[src/rtl/rtr_register_bank_pkg.sv]
// rtl/rtr_register_bank_pkg.sv - register indices and sizing shared by the register bank
package rtr_register_bank_pkg;

  localparam int DEFAULT_DATA_W = 16;
  localparam int NUM_REGS       = 15;

  localparam logic [7:0] IDX_N      = 8'd1;
  localparam logic [7:0] IDX_M      = 8'd2;
  localparam logic [7:0] IDX_P      = 8'd3;
  localparam logic [7:0] IDX_R1     = 8'd4;
  localparam logic [7:0] IDX_ROW    = 8'd5;
  localparam logic [7:0] IDX_COL    = 8'd6;
  localparam logic [7:0] IDX_CURR   = 8'd7;
  localparam logic [7:0] IDX_SUM    = 8'd8;
  localparam logic [7:0] IDX_STA    = 8'd9;
  localparam logic [7:0] IDX_STB    = 8'd10;
  localparam logic [7:0] IDX_STC    = 8'd11;
  localparam logic [7:0] IDX_A      = 8'd12;
  localparam logic [7:0] IDX_B      = 8'd13;
  localparam logic [7:0] IDX_R      = 8'd14;
  localparam logic [7:0] IDX_COREID = 8'd15;

  function automatic logic is_valid_idx(input logic [7:0] idx);
    return (idx >= IDX_N) && (idx <= IDX_COREID);
  endfunction

endpackage

[src/rtl/rtr_register_bank_reg_index_decoder.sv]
// rtl/rtr_register_bank_reg_index_decoder.sv - 8-bit register index to one-hot select
module reg_index_decoder
  import rtr_register_bank_pkg::*;
(
  input  logic                en,
  input  logic [7:0]          sel,
  output logic [NUM_REGS-1:0] onehot
);

  // Bit i selects register index i+1; index 0 and anything above 15 decode to nothing.
  always_comb begin
    onehot = '0;
    for (int i = 0; i < NUM_REGS; i++) begin
      if (en && (sel == 8'(i + 1))) begin
        onehot[i] = 1'b1;
      end
    end
  end

endmodule

[src/rtl/rtr_register_bank.sv]
// rtl/rtr_register_bank.sv - special-purpose register bank with write, increment and registered read
module rtr_register_bank
  import rtr_register_bank_pkg::*;
#(
  parameter int DATA_W  = DEFAULT_DATA_W,
  parameter int CORE_ID = 0
) (
  input  logic              clock,
  input  logic              reset,
  input  logic              wr_en,
  input  logic [7:0]        wr_sel,
  input  logic [DATA_W-1:0] wr_data,
  input  logic              inc_en,
  input  logic [7:0]        inc_sel,
  input  logic              rd_en,
  input  logic [7:0]        rd_sel,
  output logic [DATA_W-1:0] rd_data,
  output logic              rd_valid,
  output logic              rd_err
);

  // Indices 1..14 are storage; index 15 (CoreID) is a constant with no flop behind it.
  localparam int                NUM_RW      = NUM_REGS - 1;
  localparam logic [DATA_W-1:0] CORE_ID_VAL = DATA_W'(CORE_ID);

  logic [NUM_REGS-1:0] wr_hit;
  logic [NUM_REGS-1:0] inc_hit;
  logic [DATA_W-1:0]   regs [NUM_RW];
  logic [DATA_W-1:0]   rd_next;
  logic                unused_coreid_hits;

  reg_index_decoder u_wr_dec (
    .en     (wr_en),
    .sel    (wr_sel),
    .onehot (wr_hit)
  );

  reg_index_decoder u_inc_dec (
    .en     (inc_en),
    .sel    (inc_sel),
    .onehot (inc_hit)
  );

  assign unused_coreid_hits = wr_hit[NUM_REGS-1] | inc_hit[NUM_REGS-1];

  // A write to the same register as an increment takes priority.
  always_ff @(posedge clock or posedge reset) begin
    if (reset) begin
      for (int i = 0; i < NUM_RW; i++) begin
        regs[i] <= '0;
      end
    end else begin
      for (int i = 0; i < NUM_RW; i++) begin
        if (wr_hit[i]) begin
          regs[i] <= wr_data;
        end else if (inc_hit[i]) begin
          regs[i] <= regs[i] + DATA_W'(1);
        end
      end
    end
  end

  always_comb begin
    rd_next = '0;
    for (int i = 0; i < NUM_RW; i++) begin
      if (rd_sel == 8'(i + 1)) begin
        rd_next = regs[i];
      end
    end
    if (rd_sel == IDX_COREID) begin
      rd_next = CORE_ID_VAL;
    end
  end

  // Sampling regs before this edge's update gives read-before-write ordering.
  always_ff @(posedge clock or posedge reset) begin
    if (reset) begin
      rd_data  <= '0;
      rd_valid <= 1'b0;
      rd_err   <= 1'b0;
    end else begin
      rd_valid <= rd_en;
      if (rd_en) begin
        rd_data <= rd_next;
        rd_err  <= !is_valid_idx(rd_sel);
      end
    end
  end

endmodule

[config.mk]
export PLATFORM = sky130hd
export DESIGN_NAME = rtr_register_bank
export DESIGN_NICKNAME = d
export VERILOG_FILES = /design/src/rtl/rtr_register_bank_pkg.sv /design/src/rtl/rtr_register_bank_reg_index_decoder.sv /design/src/rtl/rtr_register_bank.sv
export SDC_FILE = /design/constraint.sdc
export NUM_CORES = 1
export LEC_CHECK = 0
export BUFFER_PORTS_ARGS = -buffer_cell sky130_fd_sc_hd__buf_2
export CORE_ASPECT_RATIO = 0.9
export CORE_MARGIN = 5
export CORE_UTILIZATION = 60
export CTS_CLUSTER_DIAMETER = 200
export DETAILED_ROUTE_END_ITERATION = 8
export GPL_TIMING_DRIVEN = 0
export PLACE_DENSITY = 0.78
export SLEW_MARGIN = 20
export SYNTH_ARGS = -nofsm -noshare
export SYNTH_HDL_FRONTEND = slang
export SYNTH_SLANG_ARGS = --single-unit
[constraint.sdc]
create_clock -name clock -period 8.5 [get_ports clock]
set_input_delay 1.275 -clock clock [delete_from_list [all_inputs] [get_ports clock]]
set_output_delay 1.275 -clock clock [all_outputs]
set_load 0.05 [all_outputs]
==> metrics.txt <==
status=finished, final reports clean; Setup Crit Path Kind=in -> reg; Hold Buf Count CTS=0; drt total wl=61500 µm; clock sink count=242; number of antenna violations at the first check in global routing=2; share of layout cells above drive strength 1=8.68%; Clock transition at path regs=60 ps; unrepaired setup endpoints after global routing=no; Synth Register Bits=242; ys flop type=dfrtp_1; Hold Path Class=reg -> reg; first-pass GRT wire length=91100 µm; Peak VDD IR=0.176 mV; Rows=55; CP max FO=10; Placed Area=0.0161 mm²; CTS resizes=0; Slew HR=15.4%; GR Util All Layers=42.4%; Crit path buffers/inverters=4; post-DR vias/cell=6.74; # IOs=63; drt wl/cell=26.9 µm; Worst-Skew Late Latency=560 ps; Mapped Cells=1839; Final ANT Viol Nets=0; die area=0.0288 mm²; H-tree depth=1; 1st-pass router iterations=8; drc violations=0; die height=162 µm; Placement Setup Slack=4070 ps; post-CTS setup buffers=0; cts bufs inserted=26; Leakage=0.00701 µW; DR iter-0 viols=2604; buffer depth of the longest clock path=3; Post-synth ARST share=100%; Initial Util=60.9%; Core Area=0.0251 mm²; Buffers on Ports=59; clk root buf=clkbuf_16; Post-DP HPWL=44800 µm; nets@finish=1987; max cap viols=0; Critical R2R Launch=regs[146]; Critical Path Max Stage Delay=890 ps; CP top delay family=buffers and inverters; Final period util=48.5%; final RePlAce weighted congestion=1.07; kind of end point of the critical path=flip-flop; worst slew pin tran=1270 ps; Diodes inserted=0; PwrDens=175 mW/mm²; final instance area=0.0170 mm²; CP cell instances=buf_2, buf_2, buf_1, buf_1, mux4_2, nor2_1, a311oi_1, a31oi_1, o22ai_1; Mapped Area=0.0153 mm²; Setup WS post-layout=4380 ps; vias=15400; Avg Cell Area, Syn=8.32 µm²; Startpoint Class=input port; commonest non-fill, non-tap cells in the layout=263 x nor2_1, 242 x dfrtp_1, 217 x a21oi_1; Hold Vio Cnt, Final=0; yosys warns=0; post-synth cell types=63; syn nets=1898; HP Start=rd_err; max frequency=243 MHz; min Tclk post-route=4120 ps; CTS tree=built; grt total ovfl=0; Critical Path RT=8910 ps; EDFF count, synth=0; die span in x=178 µm; Fin Clk Skew=16.2 ps; commonest non-fill, non-tap cell in the layout=nor2_1; CP Launch Point=rd_sel[1]; CP max stage cell=buf_1; WP data arrival=4530 ps; Setup TNS=0 ps; Design Power=2960 µW; sequential share of the synthesized area=39.6%; vias in the first global route=14300; final setup fails=0; post-layout util=67.5%; Slew Viols, Final=0; largest net degree at the start of global routing=103; Area Overhead vs Synth=10.8%
per-layer routing:
layer,vias to the layer above,GRT usage (%),wire length (µm)
met5,-,0,13
met4,2,14.8,2790
met3,211,13.0,9600
met2,1108,58.3,24600
met1,7457,63.2,24500
li1,6641,-,-
cell usage after synthesis, types with 3 or more instances:
library cell    n  share of area, %
nor2_1        263               6.5
dfrtp_1       242                40
a21oi_1       217               7.1
nand2_1       165               4.0
xor2_1        114               6.5
o21ai_0       111               3.6
clkbuf_1      102               2.5
xnor2_1        96               5.5
nand4_1        68               2.8
nand3_1        57               1.9
and3_1         44               1.8
mux2i_1        38               2.5
nor3_1         37               1.2
inv_1          34              0.83
mux2_2         29               2.1
o22ai_1        25               1.0
nor2b_1        17              0.69
a22oi_1        16              0.78
ha_1           14               1.1
nor4_1         14              0.57
a221oi_1       12              0.69
nand2b_1       11              0.45
a31oi_1         9              0.37
and4_1          9              0.52
buf_1           8              0.20
buf_2           8              0.26
or3_1           7              0.29
a211oi_1        5              0.25
nor4_4          5              0.69
nor3_2          4              0.26
o21a_1          4              0.20
a21o_1          3              0.15
a221o_1         3              0.20
a2bb2oi_1       3              0.17
and2_1          3              0.12
nor3b_1         3              0.15
o211ai_1        3              0.15
o31ai_1         3              0.15
or4_1           3              0.15
flip-flops by register name, summed over array words and instances, names as in the netlist:
register / cells
rd_err: 1
rd_valid: 1
regs: 224
rd_data: 16
logic make-up (layout without fill, tap and decap cells):
kind of cell               count (synthesis)  in the layout  share of synthesized area (%)
and+or+nand+nor                          721            721                           22.8
AOI/OAI and AO/OA                        432            432                           15.9
DFF                                      242            242                           39.6
xor gates and xnor gates                 210            210                           12.0
buffers and inverters                    152            259                           3.79
muxes                                     68             68                           4.77
adders and majority gates                 14             14                           1.14
where the power goes:
part	switching, µW	internal [µW]	total, µW
clock	485	673	1160
combinational	256	149	405
sequential	159	1240	1400
total	900	2060	2960
metrics by stage:
| stage | instances | hold WS (ps) |
|---|---|---|
| after floorplan | 1839 | 540 |
| after global placement | 2240 | 474 |
| after detailed placement | 2242 | 506 |
| after CTS | 2288 | 519 |
| after global routing | 2288 | 563 |
| final | 2288 | 519 |
final timing paths:
path | to | slack [ps] | depth (start not counted)
min in group asynchronous | regs[150] | 710 | 2
setup reg to reg | regs[158] | 6370 | 6
max in group asynchronous | regs[52] | 6960 | 3
hold reg to reg | rd_err | 520 | 1
hold / removal | rd_err | 520 | 1
setup / recovery | rd_data[3] | 4380 | 9
worst reg2reg max path: stages, from the launching register on:
cell and delay, ps:
dfrtp_1 510, nand3_1 180, or3_1 430, or3_1 430
nor3_1 200, xnor2_1 150, a21oi_1 80
cell type report:
cell class                      instances  area, µm²
Clock inverter                          2       10.0
Multi-Input combinational cell       1445       8670
Fill cell                            2111       8160
Timing Repair Buffer                   61        350
Sequential cell                       242       6060
Tap cell                              342        428
Inverter                               34        135
Clock buffer                           44        850
Buffer                                118        465
(Power assumes the default switching activity.)
